==> config.mk <==
export PLATFORM = sky130hd
export DESIGN_NAME = if_fetch_flat
export DESIGN_NICKNAME = d
export VERILOG_FILES = /design/src/rtl/if_fetch_pkg.sv /design/src/rtl/if_fetch_if.sv /design/src/rtl/if_fetch_queue.sv /design/src/rtl/if_fetch.sv /design/src/flat_wrapper.sv
export SDC_FILE = /design/constraint.sdc
export NUM_CORES = 1
export LEC_CHECK = 0
export ABC_AREA = 0
export BUFFER_PORTS_ARGS = -buffer_cell sky130_fd_sc_hd__buf_4
export CAP_MARGIN = 20
export CORE_MARGIN = 1.5
export CORE_UTILIZATION = 40
export DETAILED_ROUTE_END_ITERATION = 6
export SKIP_LAST_GASP = 1
export SYNTH_ARGS = -nofsm -noshare
export SYNTH_HDL_FRONTEND = slang
export SYNTH_HIERARCHICAL = 1
export SYNTH_SLANG_ARGS = --single-unit
==> constraint.sdc <==
create_clock -name clk -period 6.7 [get_ports clk]
set_input_delay 1.34 -clock clk [delete_from_list [all_inputs] [get_ports clk]]
set_output_delay 1.34 -clock clk [all_outputs]
set_load 0.02 [all_outputs]
==> src/rtl/if_fetch_pkg.sv <==
// Shared fetch-stage constants: NOP encoding, pipeline hold codes and
// fetch credit depth.
package if_fetch_pkg;

  localparam logic [31:0] INST_NOP = 32'h0000_0013;

  localparam logic [2:0] HOLD_NONE = 3'd0;
  localparam logic [2:0] HOLD_PC   = 3'd1;
  localparam logic [2:0] HOLD_IF   = 3'd2;
  localparam logic [2:0] HOLD_ID   = 3'd3;

  localparam int FETCH_DEPTH = 2;

endpackage

==> src/rtl/if_fetch_if.sv <==
// Request/grant instruction bus between the fetch unit (master) and memory.
// req/addr/gnt handshake per request; rvalid/rdata return in request order.
interface if_fetch_if;

  logic        req;
  logic [31:0] addr;
  logic        gnt;
  logic        rvalid;
  logic [31:0] rdata;

  modport master (
    output req,
    output addr,
    input  gnt,
    input  rvalid,
    input  rdata
  );

  modport slave (
    input  req,
    input  addr,
    output gnt,
    output rvalid,
    output rdata
  );

endinterface

==> src/rtl/if_fetch_queue.sv <==
// 2-entry in-order fetch queue: push allocates an address slot, fill writes
// data to the oldest pending slot, pop retires the head. Ports: push_i/
// push_addr_i, fill_i/fill_data_i, pop_i, flush_i, head_*_o, count_o.
module if_fetch_queue
  import if_fetch_pkg::*;
(
  input  logic        clk,
  input  logic        rst,
  input  logic        push_i,
  input  logic [31:0] push_addr_i,
  input  logic        fill_i,
  input  logic [31:0] fill_data_i,
  input  logic        pop_i,
  input  logic        flush_i,
  output logic [31:0] head_addr_o,
  output logic [31:0] head_data_o,
  output logic        head_valid_o,
  output logic [1:0]  count_o
);

  logic [31:0] addr_q [2];
  logic [31:0] data_q [2];
  logic [1:0]  vld_q;
  logic        wr_ptr_q;
  logic        fill_ptr_q;
  logic        rd_ptr_q;

  // Push may target the slot being popped in the same cycle; that slot only
  // regains valid when its data is filled later.
  always_ff @(posedge clk or posedge rst) begin
    if (rst) begin
      for (int i = 0; i < 2; i++) begin
        addr_q[i] <= '0;
        data_q[i] <= '0;
      end
      vld_q      <= '0;
      wr_ptr_q   <= 1'b0;
      fill_ptr_q <= 1'b0;
      rd_ptr_q   <= 1'b0;
    end else if (flush_i) begin
      vld_q      <= '0;
      wr_ptr_q   <= 1'b0;
      fill_ptr_q <= 1'b0;
      rd_ptr_q   <= 1'b0;
    end else begin
      if (push_i) begin
        addr_q[wr_ptr_q] <= push_addr_i;
        wr_ptr_q         <= ~wr_ptr_q;
      end
      if (fill_i) begin
        data_q[fill_ptr_q] <= fill_data_i;
        vld_q[fill_ptr_q]  <= 1'b1;
        fill_ptr_q         <= ~fill_ptr_q;
      end
      if (pop_i) begin
        vld_q[rd_ptr_q] <= 1'b0;
        rd_ptr_q        <= ~rd_ptr_q;
      end
    end
  end

  assign head_addr_o  = addr_q[rd_ptr_q];
  assign head_data_o  = data_q[rd_ptr_q];
  assign head_valid_o = vld_q[rd_ptr_q];
  assign count_o      = {1'b0, vld_q[0]} + {1'b0, vld_q[1]};

endmodule

==> src/rtl/if_fetch.sv <==
// Instruction fetch unit: issues in-order bus reads at pc_i, buffers words
// and drives the registered IF/ID bundle (inst_o/inst_addr_o/inst_valid_o).
module if_fetch
  import if_fetch_pkg::*;
#(
  parameter int DEPTH = FETCH_DEPTH
) (
  input  logic        clk,
  input  logic        rst,
  input  logic [31:0] pc_i,
  input  logic        jump_flag_i,
  input  logic [2:0]  hold_flag_i,
  output logic        fetch_hold_o,
  if_fetch_if.master  ibus,
  output logic [31:0] inst_o,
  output logic [31:0] inst_addr_o,
  output logic        inst_valid_o
);

  logic [1:0]  outst_q, outst_d;
  logic [3:0]  disc_q, disc_d;
  logic [31:0] inst_q, inst_d;
  logic [31:0] addr_q, addr_d;
  logic        vld_q, vld_d;

  logic [31:0] head_addr;
  logic [31:0] head_data;
  logic        head_vld;
  logic [1:0]  q_cnt;
  logic [2:0]  credits;
  logic        out_en, pop, accept;
  logic        keep, drop, fill;

  assign out_en = hold_flag_i < HOLD_IF;
  assign pop    = !jump_flag_i && out_en && head_vld;

  // The entry popped this cycle is already free, so a 1-cycle bus can
  // stream one fetch per cycle without tripping the credit limit.
  assign credits = 3'(outst_q) + 3'(q_cnt) - 3'(pop);

  assign ibus.req  = !rst && !jump_flag_i && (credits < 3'(DEPTH));
  assign ibus.addr = pc_i;
  assign accept    = ibus.req && ibus.gnt;

  assign fetch_hold_o = !jump_flag_i && !accept;

  assign drop = ibus.rvalid && (disc_q != '0);
  assign keep = ibus.rvalid && (disc_q == '0);
  assign fill = keep && !jump_flag_i;

  always_comb begin
    outst_d = outst_q + 2'(accept) - 2'(keep);
    disc_d  = disc_q - 4'(drop);
    if (jump_flag_i) begin
      outst_d = '0;
      disc_d  = disc_d + 4'(outst_q) - 4'(keep);
    end
  end

  always_comb begin
    inst_d = inst_q;
    addr_d = addr_q;
    vld_d  = vld_q;
    if (jump_flag_i) begin
      inst_d = INST_NOP;
      vld_d  = 1'b0;
    end else if (out_en) begin
      if (head_vld) begin
        inst_d = head_data;
        addr_d = head_addr;
        vld_d  = 1'b1;
      end else begin
        inst_d = INST_NOP;
        vld_d  = 1'b0;
      end
    end
  end

  always_ff @(posedge clk or posedge rst) begin
    if (rst) begin
      outst_q <= '0;
      disc_q  <= '0;
      inst_q  <= INST_NOP;
      addr_q  <= '0;
      vld_q   <= 1'b0;
    end else begin
      outst_q <= outst_d;
      disc_q  <= disc_d;
      inst_q  <= inst_d;
      addr_q  <= addr_d;
      vld_q   <= vld_d;
    end
  end

  if_fetch_queue u_queue (
    .clk          (clk),
    .rst          (rst),
    .push_i       (accept),
    .push_addr_i  (pc_i),
    .fill_i       (fill),
    .fill_data_i  (ibus.rdata),
    .pop_i        (pop),
    .flush_i      (jump_flag_i),
    .head_addr_o  (head_addr),
    .head_data_o  (head_data),
    .head_valid_o (head_vld),
    .count_o      (q_cnt)
  );

  assign inst_o       = inst_q;
  assign inst_addr_o  = addr_q;
  assign inst_valid_o = vld_q;

endmodule
==> src/flat_wrapper.sv <==
// flat-port wrapper written by rule: the top's interface ports become plain ports
module if_fetch_flat import if_fetch_pkg::*;
#(
  parameter int DEPTH = FETCH_DEPTH
)
  (clk, rst, pc_i, jump_flag_i, hold_flag_i, fetch_hold_o, inst_o, inst_addr_o, inst_valid_o, ibus_req, ibus_addr, ibus_gnt, ibus_rvalid, ibus_rdata);
  if_fetch_if ibus_i ();
  input  logic clk;
  input  logic rst;
  input  logic [31:0] pc_i;
  input  logic jump_flag_i;
  input  logic [2:0] hold_flag_i;
  output logic fetch_hold_o;
  output logic [31:0] inst_o;
  output logic [31:0] inst_addr_o;
  output logic inst_valid_o;
  output wire logic [$bits(ibus_i.req)-1:0] ibus_req;
  output wire logic [$bits(ibus_i.addr)-1:0] ibus_addr;
  input wire logic [$bits(ibus_i.gnt)-1:0] ibus_gnt;
  input wire logic [$bits(ibus_i.rvalid)-1:0] ibus_rvalid;
  input wire logic [$bits(ibus_i.rdata)-1:0] ibus_rdata;
  assign ibus_req = ibus_i.req;
  assign ibus_addr = ibus_i.addr;
  assign ibus_i.gnt = ibus_gnt;
  assign ibus_i.rvalid = ibus_rvalid;
  assign ibus_i.rdata = ibus_rdata;
  if_fetch #(.DEPTH(DEPTH)) u_core (.clk(clk), .rst(rst), .pc_i(pc_i), .jump_flag_i(jump_flag_i), .hold_flag_i(hold_flag_i), .fetch_hold_o(fetch_hold_o), .ibus(ibus_i), .inst_o(inst_o), .inst_addr_o(inst_addr_o), .inst_valid_o(inst_valid_o));
endmodule
==> results.md, run 1 <==
* Ys Warns at 6
* Residual DRC at 14
* Placed cell areas at 10230 um^2
* Drt first pass iters at 7
* Die H at 153.2 um
* Leakage power at 5.593 nW
* Netlist Area Pre-Place at 9025 um^2
* Worst setup EP type: output port
* Post-Syn Area per Cell at 13.41 um^2
* Syn Inst Count at 673
* Fin crit period at 5.297 ns
* FF-to-FF path depth at 13
* Min-delay worst type: register to register
* Ports at 171
* All-Layer GR Usage at 17.58%
* Max cap viols at 0
* Setup TNS at 0 ns
* Port buffer count at 169
* Diode count at 0
* Tightest Pin Transition at 1.036 ns
* Vias per std cell at 5.084
* Worst setup SP type: input port
* Status: complete, but fails checks
* Antenna violations before repair at 0
* Rel. slew slack at 30.92%
* Initial core utilization at 41.10%
* NumNets Final at 894
* Synth area leaders: dfrtp_1 (56%), mux2_2 (23%), nand2_1 (4.4%), buf_4 (3.2%), a22o_1 (2.8%)
* Setup CP Type: input port to output port
* PwrDens at 347.3 nW/um^2
* Vias in the first global route at 6242
* Hold_buf cts at 0
* Post-CTS Setup Inserts at 0
* Synthesized Nets at 758
* Clock Sinks at 204
* Core area at 21960 um^2
* Final WL at 20320 um
* CTS buffer count at 23
* Most common cell in the netlist: dfrtp_1
* Synth area leader: dfrtp_1
* First-pass GRT wire length at 33210 um
* Clock slew at reported path FFs at 0.06 ns
* CTS tree: yes
* Area Growth Syn to Fin at 21.66%
* CTS Buffer Depth at 3
* Total grt overflow at 0
* Worst Hold Depth at 2
* DRT iter0 DRCs at 196
* Area of the die at 23470 um^2
* Required @ worst endpoint at 5.36 ns
* Post-synth EDFFs at 0
* GPL Wtd Cong at 0.7824
* CTS Root Cell: clkbuf_16
* Failing checks: design-rule violations
* Antenna viol nets, final at 0
* DIE WIDTH at 153.2 um
* Clk_skew at 0.006482 ns
* Util after Layout at 50.00%
* Main synth FF type: dfrtp_1
* Share of cells above drive strength 1 at 50.06%
* CTS resizes at 0
* Clock latency on the worst-skew pair at 0.49 ns
* Slew Limit Fails at 0
* Commonest cells in the netlist: dfrtp_1 (201), mux2_2 (184), nand2_1 (105)
* Row cnt at 54
* Setup repair after global routing missed its margin: no
* Largest net degree at the start of global routing at 82
* Area share of the leading cell type in the synthesized netlist at 55.73%
* Fraction of registers with async set/reset at 100.0%
* DR vias at 5608
* Register bit total from synthesis at 204
* Arr. time, crit path at 3.96 ns
* Wire length per cell at 18.42 um
* DP HPWL at 12570 um
* Max frequency at 0.1888 GHz
* Final Hold Viols at 0
* Critical Path Fanout Max at 37
* H-tree Lvls at 1
* Endpoints failing setup at 0
* Period utilisation layout at 79.07%
* Netlist cell types at 37
* VDD IR max at 0.1780 mV
* Register area share after synthesis at 56.61%
* Cell area after layout at 10980 um^2
routing by layer:
layer	track usage [%]	vias up	wire length, um
met5	0	-	0
met4	3.268	0	262
li1	-	2555	-
met1	22.50	2883	8684
met2	30.22	144	9958
met3	4.621	26	1411
path summary, 6_finish.rpt:
path                                             endpoint  slack [ns]                    start
worst max-delay path                         fetch_hold_o        1.40              jump_flag_i
worst min-delay path               u_core/inst_addr_o[11]        0.48   u_core/inst_addr_o[11]
worst max register to register  u_core/u_queue/addr_q[46]        2.67  u_core/u_queue/rd_ptr_q
worst min register to register     u_core/inst_addr_o[11]        0.48   u_core/inst_addr_o[11]
max in group asynchronous         u_core/u_queue/rd_ptr_q        4.42                      rst
min in group asynchronous           u_core/inst_addr_o[5]        0.91                      rst
per-stage QoR:
stage | worst slack (ns) | power, mW | std cells | hold WS, ns
3_3_place_gp | 1.393 | 2.557 | 1063 | 0.4595
5_1_grt | 1.202 | 4.033 | 1103 | 0.4918
4_1_cts | 1.348 | 3.851 | 1102 | 0.4810
3_5_place_dp | 1.361 | 2.642 | 1063 | 0.4675
6_report | 1.403 | 3.813 | 1103 | 0.4785
2_1_floorplan | 1.626 | 2.358 | 673 | 0.4541
power breakdown:
part	switching [mW]	internal, mW
Clock	0.472	0.721
Sequential	0.158	1.54
Combinational	0.407	0.519
registers in the layout, indices dropped and copies added, names as in the netlist:
signal and cells:
u_core/u_queue/addr_q 64, u_core/u_queue/data_q 64, u_core/inst_addr_o 32, u_core/inst_o 32, u_core/disc_q 4, u_core/outst_q 2
u_core/u_queue/vld_q 2, u_core/inst_valid_o 1, u_core/u_queue/fill_ptr_q 1, u_core/u_queue/rd_ptr_q 1, u_core/u_queue/wr_ptr_q 1
critical path: stages:
cell and delay, ns:
buf_4 0.20, inv_2 0.16, nand3_4 0.42, inv_4 0.16, ha_1 0.23, nand2b_1 0.16, fa_1 0.38, xor2_1 0.17
and4_1 0.20, nand2_1 0.10, inv_1 0.12, nor2_1 0.14, buf_4 0.16
placed cells by master, fill, tap and decap left out, types with 5 or more instances in the layout:
cell,netlist,routed
clkbuf_8,0,5
buf_4,38,176
clkbuf_1,3,5
clkinv_2,0,5
xnor2_1,6,6
mux2_2,184,184
inv_1,14,12
clkbuf_16,0,23
dfrtp_1,201,200
nor2_1,6,5
mux2_1,8,8
a22o_1,29,29
nand2_1,105,105
ha_1,11,11
area by class of cell:
class	instances	area (um^2)
Clock buffer	33	663.1
Clock inverter	6	57.56
Fill cell	1883	10980
Inverter	17	72.57
Multi-Input combinational cell	386	3374
Sequential cell	204	5112
Tap cell	280	350.3
Timing Repair Buffer	177	1349
cells by family (layout without fill, tap and decap cells):
kind of cell	after synthesis	after routing	synth area share [%]
xor+xnor	10	10	0.9704
fa+ha+maj	13	13	1.969
flops	204	204	56.61
simple gates	128	128	6.586
buf+inv	83	233	6.031
mux	193	193	24.07
compound gates	42	42	3.771
(Power assumes the default switching activity.)
==> run 2, diff against run 1 <==
--- a/config.mk
+++ b/config.mk
@@ -5,7 +5,7 @@
 export SDC_FILE = /design/constraint.sdc
 export NUM_CORES = 1
 export LEC_CHECK = 0
-export ABC_AREA = 0
+export ABC_AREA = 1
 export BUFFER_PORTS_ARGS = -buffer_cell sky130_fd_sc_hd__buf_4
 export CAP_MARGIN = 20
 export CORE_MARGIN = 1.5
==> constraint.sdc (replaced) <==
create_clock -name clk -period 4.51 [get_ports clk]
set_input_delay 0.902 -clock clk [delete_from_list [all_inputs] [get_ports clk]]
set_output_delay 0.902 -clock clk [all_outputs]
set_load 0.02 [all_outputs]
==> results.md, run 2 <==
* Status: finished clean
* Hold_buf cts at 0
* Commonest cells in the netlist: nand2_1 (564), dfrtp_1 (201), nand3_1 (70)
* CTS Buffer Depth at 3
* Ports at 171
* Fin crit period at 3.714 ns
* Met1 wire length at 10630 um
* Wire length per cell at 15.20 um
* Net Sw Frac at 31.61%
* Cell area after layout at 11520 um^2
* DRT iter0 DRCs at 461
* CTS Root Cell: clkbuf_16
* Top sig layer: met4
* Max cap viols at 0
* DR vias at 7543
* Antenna viol nets, final at 0
* Synth area leader: dfrtp_1
* Worst slack, placed at 0.6828 ns
* Leakage power at 6.365 nW
* Syn Inst Count at 1123
* All-Layer GR Usage at 19.66%
* DP HPWL at 14120 um
* CTS tree: yes
* Critical Path Fanout Max at 3
* Slew Limit Fails at 0
* Antenna violations before repair at 0
* Final Hold Viols at 0
* VDD IR max at 0.2750 mV
* Ys Warns at 6
* First-pass GRT wire length at 38320 um
* Clock Sinks at 204
* Final WL at 23870 um
* Largest regs: u_core/u_queue/addr_q x64, u_core/u_queue/data_q x64
* Setup TNS at 0 ns
* Routed wl met2 at 11630 um
* Endpoints failing setup at 0
* NumNets Final at 1324
* Residual DRC at 0
* Clock slew at reported path FFs at 0.06 ns
* Setup repair after global routing missed its margin: no
* Rel. slew slack at 25.38%
* Main synth FF type: dfrtp_1
* Worst setup EP type: output port
* Met3 wire len at 1332 um
* Total grt overflow at 0
* Comb pwr share at 25.8%
* Int Pwr at 3.951 mW
* Largest net degree at the start of global routing at 110
* CP max stage cell: fa_1
* Area of the die at 24900 um^2
* Port buffer count at 169
* Area share of the leading cell type in the synthesized netlist at 52.47%
* Most common cell after layout, fill and taps aside: nand2_1
* Setup CP Type: input port to output port
* Period utilisation layout at 82.35%
* Post-Syn Area per Cell at 8.536 um^2
* Flop-to-flop setup slack at 1.29 ns
* Final WS setup at 0.7958 ns
* Most common cell in the netlist: nand2_1
* CP peak stage delay at 0.48 ns
* Crit path cell chain: buf_4 > nor2_2 > nand3_4 > inv_6 > ha_1 > inv_1 > nand2_1 > fa_1 > nand2_1 > nor2_1 > nand2_1 > inv_2 > nand2_1 > nand2_1 > inv_1 > buf_4
* Clock latency on the worst-skew pair at 0.50 ns
* Die H at 157.8 um
* CTS resizes at 0
* Placed cell areas at 10770 um^2
* Sequential share of power at 42.9%
* Drt first pass iters at 4
* Clk_skew at 0.006866 ns
* Family with the most delay on the worst path: simple AND/OR/NAND/NOR gates
* Row cnt at 56
* GPL Wtd Cong at 0.7795
* Worst setup SP type: input port
* Synthesized Nets at 1208
* Netlist Area Pre-Place at 9585 um^2
* Initial core utilization at 40.84%
* Diode count at 0
* Fraction of registers with async set/reset at 100.0%
* Arr. time, crit path at 2.81 ns
* CTS buffer count at 23
* Post-CTS Setup Inserts at 0
* CP bufs+invs at 6
* WHS at 0.3195 ns
* DIE WIDTH at 157.8 um
* Vias in the first global route at 7325
* Netlist cell types at 31
* Register bit total from synthesis at 204
* P_sw at 1.826 mW
* Commonest cells after routing, fill and taps aside: nand2_1 (564), dfrtp_1 (200), buf_4 (189)
* Post-synth EDFFs at 0
* Synth area leaders: dfrtp_1 (52%), nand2_1 (22%), nand3_1 (3.7%), buf_4 (3.3%), a22o_1 (2.6%)
* Tightest Pin Transition at 1.119 ns
* Vias per std cell at 4.804
* Max frequency at 0.2692 GHz
* Fillcell total at 2322
* H-tree Lvls at 1
* Min-delay worst type: input port to async pin
* Register area share after synthesis at 53.30%
* Clock power frac at 31.3%
* Share of cells above drive strength 1 at 22.54%
* Required @ worst endpoint at 3.61 ns
* Area Growth Syn to Fin at 20.19%
* PwrDens at 501.5 nW/um^2
* Most frequent CP cell: nand2_1
* Core area at 23470 um^2
[run 2: changes by cell type in the layout (fill, tap and decap cells not counted), moves of 5 or more]
cell	before	now
mux2_2	184	0
nand3_1	1	70
inv_1	12	27
nand2_1	105	564
buf_4	176	189
nand2_4	0	20
xnor2_1	6	1
mux2_1	8	0
nand4_1	1	34
nand2_2	0	22
[run 2: cell type report]
| type | count | area (um^2) | share of cell area (%) |
|---|---|---|---|
| multi-input cells | 786 | 3696 | 32.08 |
| repair buffers | 190 | 1446 | 12.55 |
| inverters | 34 | 143.9 | 1.249 |
| clock inverters | 2 | 35.03 | 0.3041 |
| well taps | 319 | 399.1 | 3.464 |
| clock buffers | 35 | 690.7 | 5.995 |
| flip-flops and latches | 204 | 5110 | 44.35 |
[run 2: per-layer routing]
| layer | global-route usage, % | up-vias |
|---|---|---|
| met3 | 2.628 | 25 |
| met5 | 0 | - |
| met1 | 26.56 | 3579 |
| met2 | 33.88 | 198 |
| met4 | 3.774 | 0 |
| li1 | - | 3741 |
[run 2: logic make-up (layout without fill, tap and decap cells)]
group                      after synthesis  count (layout)  share of synthesized area (%)
xor gates and xnor gates                 5               5                         0.4568
buffers and inverters                  133             261                          8.223
DFF                                    204             204                          53.30
muxes                                    1               1                         0.1044
adders and majority gates               13              13                          1.854
and+or+nand+nor                        726             726                          32.66
AOI/OAI and AO/OA                       41              41                          3.407
[run 2: through the flow]
step                      cells  power [mW]  util [%]
after global routing       1570       6.189     49.08
final                      1570       5.777     49.08
after global placement     1532       3.974     45.87
after detailed placement   1532       4.007     45.87
after floorplan            1123       3.540         -
after CTS                  1569       5.858     48.97
[run 2: path summary, 6_finish.rpt]
kind,startpoint,endpoint,depth (start not counted)
hold / removal,rst,u_core/u_queue/data_q[6],2
setup reg to reg,u_core/u_queue/vld_q[0],u_core/u_queue/addr_q[51],17
hold reg to reg,u_core/u_queue/data_q[60],u_core/u_queue/data_q[60],2
setup / recovery,hold_flag_i[1],fetch_hold_o,16
min in group clk,u_core/u_queue/data_q[60],u_core/u_queue/data_q[60],2
max in group asynchronous,rst,u_core/inst_addr_o[19],3
[run 2: power by group through the flow]
stage               sequential, mW  combinational, mW  clock [mW]
floorplan                     2.60              0.938           0
finish                        2.48               1.49        1.81
global route                  2.54               1.71        1.95
detailed placement            2.51               1.50           0
CTS                           2.48               1.51        1.87
global placement              2.50               1.47           0
==> run 3, diff against run 2 <==
==> constraint.sdc (replaced) <==
create_clock -name clk -period 3.7 [get_ports clk]
set_input_delay 0.74 -clock clk [delete_from_list [all_inputs] [get_ports clk]]
set_output_delay 0.74 -clock clk [all_outputs]
set_load 0.02 [all_outputs]
==> results.md, run 3 (synthesis results as in run 2) <==
* Tightest Pin Transition at 0.8428 ns
* Area Growth Syn to Fin at 20.85%
* Clock slew at reported path FFs at 0.06 ns
* Ports at 171
* Initial core utilization at 40.84%
* Final Non-Filler Cells at 1581
* Clk_skew at 0.01142 ns
* Largest regs: u_core/u_queue/addr_q x64, u_core/u_queue/data_q x64
* Period utilisation layout at 94.70%
* Vias per std cell at 4.858
* Cells after DPL at 1539
* Share of cells above drive strength 1 at 23.14%
* First-pass GRT wire length at 39570 um
* Setup TNS at 0 ns
* Flop-to-flop setup slack at 0.75 ns
* Slew Limit Fails at 0
* CTS tree: yes
* Antenna violations before repair at 0
* Core area at 23470 um^2
* Commonest cells after routing, fill and taps aside: nand2_1 (564), dfrtp_1 (200), buf_4 (196)
* Fin crit period at 3.504 ns
* Worst setup SP type: register
* Min-delay worst type: input port to async pin
* All-Layer GR Usage at 20.11%
* CTS Buffer Depth at 3
* Final Hold Viols at 0
* Drt first pass iters at 4
* Rel. slew slack at 43.82%
* VDD IR max at 0.2995 mV
* Setup CP Type: register to output port
* Residual DRC at 0
* Largest net degree at the start of global routing at 134
* Fillcell total at 2277
* Clock latency on the worst-skew pair at 0.50 ns
* DP HPWL at 14630 um
* CTS buffer count at 23
* Critical Path Fanout Max at 3
* H-tree Lvls at 1
* Row cnt at 56
* Worst setup EP type: output port
* Required @ worst endpoint at 2.96 ns
* Antenna viol nets, final at 0
* WHS at 0.3771 ns
* Wire length per cell at 15.43 um
* Diode count at 0
* NumNets Final at 1331
* CTS Root Cell: clkbuf_16
* PwrDens at 611.4 nW/um^2
* Status: finished clean
* Vias in the first global route at 7561
* Total grt overflow at 0
* DRT iter0 DRCs at 406
* DR vias at 7681
* Area of the die at 24900 um^2
* Worst flop-to-flop path startpoint: u_core/u_queue/vld_q[0]
* Port buffer count at 169
* Final WL at 24400 um
* Max frequency at 0.2854 GHz
* FF-to-FF path depth at 17
* Max cap viols at 0
* Crit Reg-Reg Endpoint: u_core/u_queue/addr_q[52]
* Setup repair after global routing missed its margin: no
* Clock Sinks at 204
* Most common cell after layout, fill and taps aside: nand2_1
* DIE WIDTH at 157.8 um
* Endpoints failing setup at 0
* Arr. time, crit path at 2.76 ns
* Leakage power at 6.405 nW
* Die H at 157.8 um
* GPL Wtd Cong at 0.7541
[run 3: cell types whose count changed in the layout (fill, tap and decap cells not counted)]
cell and change:
buf_12 +1, buf_16 -1, buf_4 +7, clkbuf_1 +1, clkinv_2 +3, clkinvlp_4 +1, inv_6 -1
[run 3: worst max-delay path by stage]
stage,from,to,slack [ns],cells after the start
2_1_floorplan,u_core/u_queue/rd_ptr_q,fetch_hold_o,0.28,19
3_3_place_gp,hold_flag_i[1],fetch_hold_o,0.32,16
3_5_place_dp,hold_flag_i[1],fetch_hold_o,0.30,16
4_1_cts,u_core/u_queue/rd_ptr_q,fetch_hold_o,0.12,17
5_1_grt,u_core/u_queue/rd_ptr_q,fetch_hold_o,0.02,17
6_report,u_core/u_queue/vld_q[0],fetch_hold_o,0.20,14
[run 3: repair_timing]
action / 4_1_cts / 5_1_grt
buffers inserted: 0 / 1
endpoints found under the setup margin: 0 / 1
gates resized for setup: 0 / 0
hold buffers: 0 / 0
[run 3: report_power, final]
part	internal [mW]	switching (mW)	leakage [nW]	total (mW)
clock network	1.35	0.878	0.371	2.23
logic	0.735	1.09	3.49	1.82
registers	2.75	0.279	2.55	3.03
total	4.83	2.25	6.41	7.08
[run 3: layer usage]
layer | part of all wire, % | wire, um | track usage (%) | vias up
met4 | 1.7 | 404 | 4.807 | 0
met5 | 0 | 0 | 0 | -
met3 | 5.9 | 1449 | 2.929 | 25
met1 | 44 | 10660 | 26.19 | 3689
li1 | - | - | - | 3748
met2 | 49 | 11890 | 35.17 | 219
[run 3: worst max-delay path: stages (launching register included)]
cell	delay, ns
dfrtp_1	0.41
ha_1	0.29
inv_1	0.04
ha_1	0.27
inv_1	0.05
nand2_1	0.06
fa_1	0.49
nand2_1	0.06
nor2_1	0.08
nand2_1	0.08
inv_2	0.06
nand2_1	0.11
nand2_1	0.08
inv_1	0.03
buf_4	0.14
[run 3: area by class of cell]
class	instances	area, um^2	area share, %
Inverter	34	142.6	1.231
Sequential cell	204	5110	44.11
Clock buffer	36	694.4	5.995
Clock inverter	5	50.05	0.4321
Tap cell	319	399.1	3.446
Multi-Input combinational cell	786	3696	31.91
Timing Repair Buffer	197	1491	12.88
[run 3: per-stage QoR]
stage	util [%]	total power [mW]	setup WS (ns)	area [um^2]
after floorplan	-	4.316	0.2761	9589
after global placement	46.15	4.854	0.3183	10830
after detailed placement	46.15	4.903	0.3024	10830
after CTS	49.32	7.171	0.1184	11580
after global routing	49.35	7.563	0.02382	11580
final	49.35	7.082	0.1963	11580
